[config.mk]
export PLATFORM = sky130hd
export DESIGN_NAME = clod_pim_match_scanner
export DESIGN_NICKNAME = d
export VERILOG_FILES = /design/src/rtl/clod_pim_match_scanner.sv
export SDC_FILE = /design/constraint.sdc
export NUM_CORES = 1
export LEC_CHECK = 0
export ABC_AREA = 1
export CAP_MARGIN = 20
export CELL_PAD_IN_SITES_DETAIL_PLACEMENT = 1
export CELL_PAD_IN_SITES_GLOBAL_PLACEMENT = 1
export CORE_MARGIN = 2
export CORE_UTILIZATION = 30
export DETAILED_ROUTE_END_ITERATION = 12
export PLACE_DENSITY = 0.78
export SETUP_SLACK_MARGIN = 0.05
export SYNTH_ARGS = -nofsm -noshare
export SYNTH_HDL_FRONTEND = slang
export SYNTH_SLANG_ARGS = --single-unit
[constraint.sdc]
create_clock -name clk -period 2.4 [get_ports clk]
set_input_delay 0.36 -clock clk [delete_from_list [all_inputs] [get_ports clk]]
set_output_delay 0.36 -clock clk [all_outputs]
set_load 0.05 [all_outputs]
[src/rtl/clod_pim_match_scanner.sv]
// clod_pim_match_scanner: turns each accepted row match vector into a serial
// stream of matching element indices, lowest first, one record per cycle.
// Rows with no match yield a single miss record so every row terminates.
module clod_pim_match_scanner #(
    parameter int num_row_elements = 256,
    parameter int row_addr_width   = 16,
    localparam int idx_w           = $clog2(num_row_elements)
) (
    input  logic                        clk,
    input  logic                        rst,
    input  logic                        in_valid,
    output logic                        in_ready,
    input  logic [row_addr_width-1:0]   in_row_addr,
    input  logic [num_row_elements-1:0] in_match_bits,
    output logic                        out_valid,
    input  logic                        out_ready,
    output logic [row_addr_width-1:0]   out_row_addr,
    output logic [idx_w-1:0]            out_idx,
    output logic                        out_hit,
    output logic                        out_last,
    output logic [idx_w:0]              hit_count,
    output logic                        busy
);

    localparam logic [idx_w:0] hc_max = (idx_w+1)'(num_row_elements);

    typedef enum logic {IDLE, SCAN} state_t;

    state_t                      state, state_nxt;
    logic [num_row_elements-1:0] residual;
    logic [num_row_elements-1:0] lowbit;
    logic [num_row_elements-1:0] rest;
    logic [row_addr_width-1:0]   row_q;
    logic [idx_w:0]              hc_q;
    logic [idx_w-1:0]            enc;
    logic                        load;
    logic                        adv;

    // Isolate the lowest set bit and the vector with that bit removed; the
    // carry chain maps well onto fast adders, leaving only an OR tree to encode.
    assign lowbit = residual & (~residual + 1'b1);
    assign rest   = residual & (residual - 1'b1);

    // Encode the one-hot lowest bit; an all-zero residual yields index 0.
    always_comb begin
        enc = '0;
        for (int i = 0; i < num_row_elements; i++) begin
            if (lowbit[i]) enc = enc | idx_w'(i);
        end
    end

    assign out_row_addr = row_q;
    assign out_idx      = enc;
    assign out_hit      = |residual;
    assign out_last     = ~|rest;
    assign hit_count    = hc_q;

    // Next-state and handshake control; everything is suppressed during reset.
    always_comb begin
        state_nxt = state;
        in_ready  = 1'b0;
        out_valid = 1'b0;
        busy      = 1'b0;
        load      = 1'b0;
        adv       = 1'b0;
        case (state)
            IDLE: begin
                in_ready = 1'b1;
                if (in_valid) begin
                    load      = 1'b1;
                    state_nxt = SCAN;
                end
            end
            SCAN: begin
                out_valid = 1'b1;
                busy      = 1'b1;
                if (out_ready) begin
                    adv = 1'b1;
                    if (out_last) state_nxt = IDLE;
                end
            end
            default: state_nxt = IDLE;
        endcase
        if (rst) begin
            in_ready  = 1'b0;
            out_valid = 1'b0;
            busy      = 1'b0;
            load      = 1'b0;
            adv       = 1'b0;
        end
    end

    // State, residual vector, row tag and hit counter; residual only moves on
    // a handshake, which keeps every out_* field stable under backpressure.
    always_ff @(posedge clk) begin
        if (rst) begin
            state    <= IDLE;
            residual <= '0;
            row_q    <= '0;
            hc_q     <= '0;
        end else begin
            state <= state_nxt;
            if (load) begin
                residual <= in_match_bits;
                row_q    <= in_row_addr;
                hc_q     <= '0;
            end else if (adv) begin
                residual <= rest;
                if (out_hit && hc_q != hc_max) hc_q <= hc_q + 1'b1;
            end
        end
    end

endmodule

==> metrics.cfg, run 1 <==
[outcome]
outcome = did not finish
stop_stage = 5_1_grt
error_line = [ERROR GRT-0232] Routing congestion too high. Check the congestion heatmap in the GUI.

[clock_tree]
cts_sinks = 282
hold_buffers = 0
clock_tree.root_cell = clkbuf_16
cts.path.max_buffers = 3
cts_buffers = 39
cts-htree-levels = 2

[synthesis]
yosysSeqAreaShare_pct = 23.0
synth-xor-area-share_pct = 0.0714
ys_dominant_reg_cell = dfxtp_1
synth_fa_ha_area_share_pct = 0.102
synth_top_family_by_area = simple AND/OR/NAND/NOR gates
synth_compound_area_share_pct = 14.6
yosysWarnings = 0
postSynthAreaPerCell_sq_um = 5.29
ys_ff_latch = 282
synthesis.nets = 4910
syn_inst = 4632
ys_async_sr_fraction_pct = 0
synth_edf_count = 0
synth.area.mux_share_pct = 0
yosys.area_share.simple_pct = 54.7
syn-cell-area_sq_um = 24500
synth_cell_type_count = 43

[grt]
grt_usage_pct = 73.6
grt_overflow_total = 247
grt_max_degree = 171

[floorplanning]
ioPinCount = 314
num_rows = 104
die_w_microns = 290
start_util_pct = 30.4
die_height_microns = 290

[placed_design]
place_hpwl_microns = 190000
gp_congestion = 1.21
portBuffers = 313
placed_cells = 7469

## per-stage QoR
step	TNS [ns]	util (%)	setup slack, ns	instance area, sq um	hold slack [ns]
floorplan	-0.559	-	-0.119	24700	0.473
global placement	-49.81	51.2	-1.91	41300	0.455
detailed placement	-63.21	51.2	-1.94	41300	0.458
CTS	-26.34	57.6	-1.76	46500	0.0332
## metal layers
layer,GRT usage (%),GRT overflow
met5,16.9,2
met4,79.7,100
met3,51.6,8
met2,94.4,132
met1,72.8,5
## cells by family after synthesis
family / count (synthesis)
AO/OA/AOI/OAI: 638
XOR/XNOR: 2
adder cells (fa/ha/maj): 2
buffers and inverters: 484
flip-flops: 282
AND/OR/NAND/NOR: 3224
## repair_timing
action	4_1_cts
pin swaps	205
setup endpoints to repair	208
gates resized for setup	968
setup buffers	91
## Yosys cell counts, types with 4 or more instances
cell,count,area share (%)
nand2_1,1571,24
nor2_1,1085,17
o21ai_0,354,7.2
inv_1,333,5.1
nand3_1,302,6.2
dfxtp_1,282,23
a31oi_1,142,3.6
clkbuf_1,131,2.0
nand4_1,84,2.1
a21oi_1,70,1.4
nor3_1,37,0.76
o211ai_1,35,1.1
nor2_2,29,0.74
nor2_4,29,1.3
nand2_2,19,0.48
nor4_1,18,0.46
a22o_1,16,0.57
buf_1,10,0.15
nand2_4,10,0.46
nand3b_1,10,0.31
or2_2,10,0.26
o2111ai_1,8,0.29
nor2_8,7,0.57
inv_2,4,0.061
nor3b_1,4,0.12
==> run 2, diff against run 1 <==
Settings changed: CELL_PAD_IN_SITES_DETAIL_PLACEMENT 1 to not set, CELL_PAD_IN_SITES_GLOBAL_PLACEMENT 1 to not set, CORE_UTILIZATION 30 to 20, PLACE_DENSITY 0.78 to not set, PLACE_DENSITY_LB_ADDON set to 0.15, SETUP_SLACK_MARGIN 0.05 to not set.
Clock period 2.4 ns to 3.1 ns, I/O delays scaled along.
==> run 2 against run 1 <==
Against the previous run: the flow now finishes, with violations (setup timing); synthesized area did not move; synthesized cell count did not move.
==> metrics.cfg, run 2 <==
[power]
power_density_nw_per_um2 = 395
power.share.switching_pct = 41.7
intPower_mw = 11.0
power_frac_comb_pct = 50.8
power_frac_seq_pct = 23.5
vdd_drop_max_v = 0.000375
leakagePower_nw = 22.5
clkPwrFrac_pct = 25.7
total_power_mw = 18.9
p_switching_mw = 7.86

[floorplanning]
die_w_microns = 354
start_util_pct = 20.1
die_height_microns = 354
placeableCoreArea_sq_um = 122000
num_rows = 128
ioPinCount = 314
dieArea_sq_um = 125000

[placed_design]
place_hpwl_microns = 189000
portBuffers = 313
gp_congestion = 1.08
placed_cells = 8053
pre_cts_ws_ns = -1.76
placed_cell_area_sq_um = 42200

[setup_path]
rrSetupSlack_ns = -0.43
crit_end = out_last
required_ns = 2.63
critPathLaunchType = flip-flop
worstPathArrival_ns = 3.96
reg2reg_from = residual[13]$_SDFFE_PP0P_
end_kind = primary output
r2r-end = state$_SDFF_PP0_
crit_fanout = 5
crit_start = residual[13]$_SDFFE_PP0P_
critical_path_class = flip-flop to primary output
r2r_cells = 23

[routing]
ant_nets = 0
drc = 0
drtIter0Drc = 2935
dr.pass1.iters = 5
met3WireLength_microns = 10400
post_drt_via_cell_ratio = 4.72
wl_per_cell_microns = 26.2
met1_length_microns = 93200
route.met2.wl_microns = 101000
routed.top_layer = met4
totalWireLength_microns = 215000
vias = 38800

[sta]
tightest_slew_ns = 0.615
setup_slack_ns = -1.33
setup_violations = 11
period_minus_slack_ns = 4.43
setup-tns-final_ns = -11.70
finalHoldViolCount = 0
skew_ns = 0.0270
fin_hold_ws_ns = 0.226
clock.fmax_mhz = 226
slew_violations = 0
finalCritPeriodShare_pct = 143
rsz0062_at_grt = yes
max_slew_margin_pct = 59.0

[synthesis]
synthTopCellsByArea = nand2_1, dfxtp_1, nor2_1
synth_cell_type_count = 43
synth.top_cells.by_count = nand2_1, nor2_1, o21ai_0
ys_ff_latch = 282
synthesis.nets = 4910
synth_compound_area_share_pct = 14.6
synth_top_family_by_area = simple AND/OR/NAND/NOR gates
postSynthAreaPerCell_sq_um = 5.29
synth_fa_ha_area_share_pct = 0.102
synth_edf_count = 0
syn_inst = 4632
synth.area.mux_share_pct = 0
ys_async_sr_fraction_pct = 0
synth-xor-area-share_pct = 0.0714
yosysMostFrequentCell = nand2_1
ys_dominant_reg_cell = dfxtp_1
yosys.area_share.simple_pct = 54.7
yosysSeqAreaShare_pct = 23.0
syn-cell-area_sq_um = 24500
synth_top_area_share_pct = 24.1
yosysWarnings = 0
synth_top_area_cell = nand2_1

[final_layout]
nNetsFinal = 6841
final_cell_mix = buf_4, nand2_1, nor2_1
area_growth_syn_to_layout_pct = 94.9
layout_commonest_cell = buf_4
regMostFlops = residual
drive_above_1_share_pct = 40.4
post-route-util_pct = 39.3
finish.instance_area_sq_um = 47800
largest_reg_flops = 256
final_cells = 8223

[grt]
grt_max_degree = 91
antenna_found_initial = 2
grt_pass1_vias = 38600
grt_usage_pct = 33.3
grt_first_pass_wirelength_microns = 293000
grt_overflow_total = 0

[clock_tree]
cts.path.max_buffers = 3
cts_buffers = 39
cts_tree = yes
clk_pin_slew_ns = 0.06
cts_sinks = 282
clock_tree.root_cell = clkbuf_16
clock_latency_ns = 0.65
cts-htree-levels = 2

[outcome]
violations = setup timing
outcome = finished, violations left

[worst_hold_path]
hold_path_class = primary input to flip-flop
worstHoldStart = rst

[flow_run]
cap_violations = 0

## run 2: cells by family (layout without fill, tap and decap cells)
group	Yosys count	in the layout
buf+inv	484	2444
xor+xnor	2	2
simple gates	3224	3224
fa+ha+maj	2	2
compound gates	638	638
flops	282	282
other cells	0	6
## run 2: area by class of cell
| class | count | area (sq um) |
|---|---|---|
| diodes | 6 | 15.0 |
| clock buffers | 55 | 1160 |
| clock inverters | 15 | 195 |
| fillers | 13600 | 73900 |
| inverters | 339 | 1300 |
| multi-input cells | 3866 | 20100 |
| flip-flops and latches | 282 | 5810 |
| well taps | 1625 | 2030 |
| repair buffers | 2035 | 17200 |
## run 2: critical path: stages (launching register included)
cell,delay (ns)
dfxtp_2,0.32
buf_4,0.14
nor2_4,0.18
nand2_4,0.09
nor2_2,0.10
buf_4,0.16
nand2_8,0.07
buf_12,0.12
nor2_8,0.17
nand2_4,0.09
nor2_4,0.27
buf_6,0.21
nand2_2,0.06
nand2_2,0.09
nand2_2,0.08
nor2_4,0.13
nand2_2,0.08
nor2_4,0.18
buf_4,0.14
nand2_2,0.09
nor2_2,0.11
and3_4,0.25
buf_12,0.15
## run 2: how the worst min path moves through the flow
stage | end | slack, ns | depth (start not counted)
global route | hit_count[3]$_SDFFE_PP0P_ | 0.26 | 4
CTS | hit_count[3]$_SDFFE_PP0P_ | 0.21 | 4
finish | hit_count[3]$_SDFFE_PP0P_ | 0.23 | 4
floorplan | residual[239]$_SDFFE_PP0P_ | 0.48 | 2
detailed placement | out_row_addr[11]$_SDFFE_PP0P_ | 0.46 | 1
global placement | out_row_addr[15]$_SDFFE_PP0P_ | 0.46 | 1
## run 2: what timing repair did
action	4_1_cts	5_1_grt
gates resized for setup	702	367
hold endpoints to repair	0	0
hold buffers	0	0
setup endpoints to repair	22	18
buffers inserted	79	25
pin swaps	126	109
## run 2: power by group through the flow
stage | registers, mW | logic (mW) | clock network (mW)
floorplan | 4.47 | 3.08 | 0
global placement | 4.40 | 8.40 | 0
detailed placement | 4.40 | 8.37 | 0
CTS | 4.39 | 9.13 | 4.97
global route | 4.47 | 10.2 | 5.08
finish | 4.42 | 9.58 | 4.85
## run 2: per-layer routing
| metal | vias to the layer above | global-route usage [%] |
|---|---|---|
| met5 | - | 0 |
| met2 | 1181 | 56.9 |
| li1 | 18900 | - |
| met3 | 317 | 3.66 |
| met4 | 0 | 14.0 |
| met1 | 18400 | 42.4 |
No activity file was read; power rests on OpenSTA's default activity.
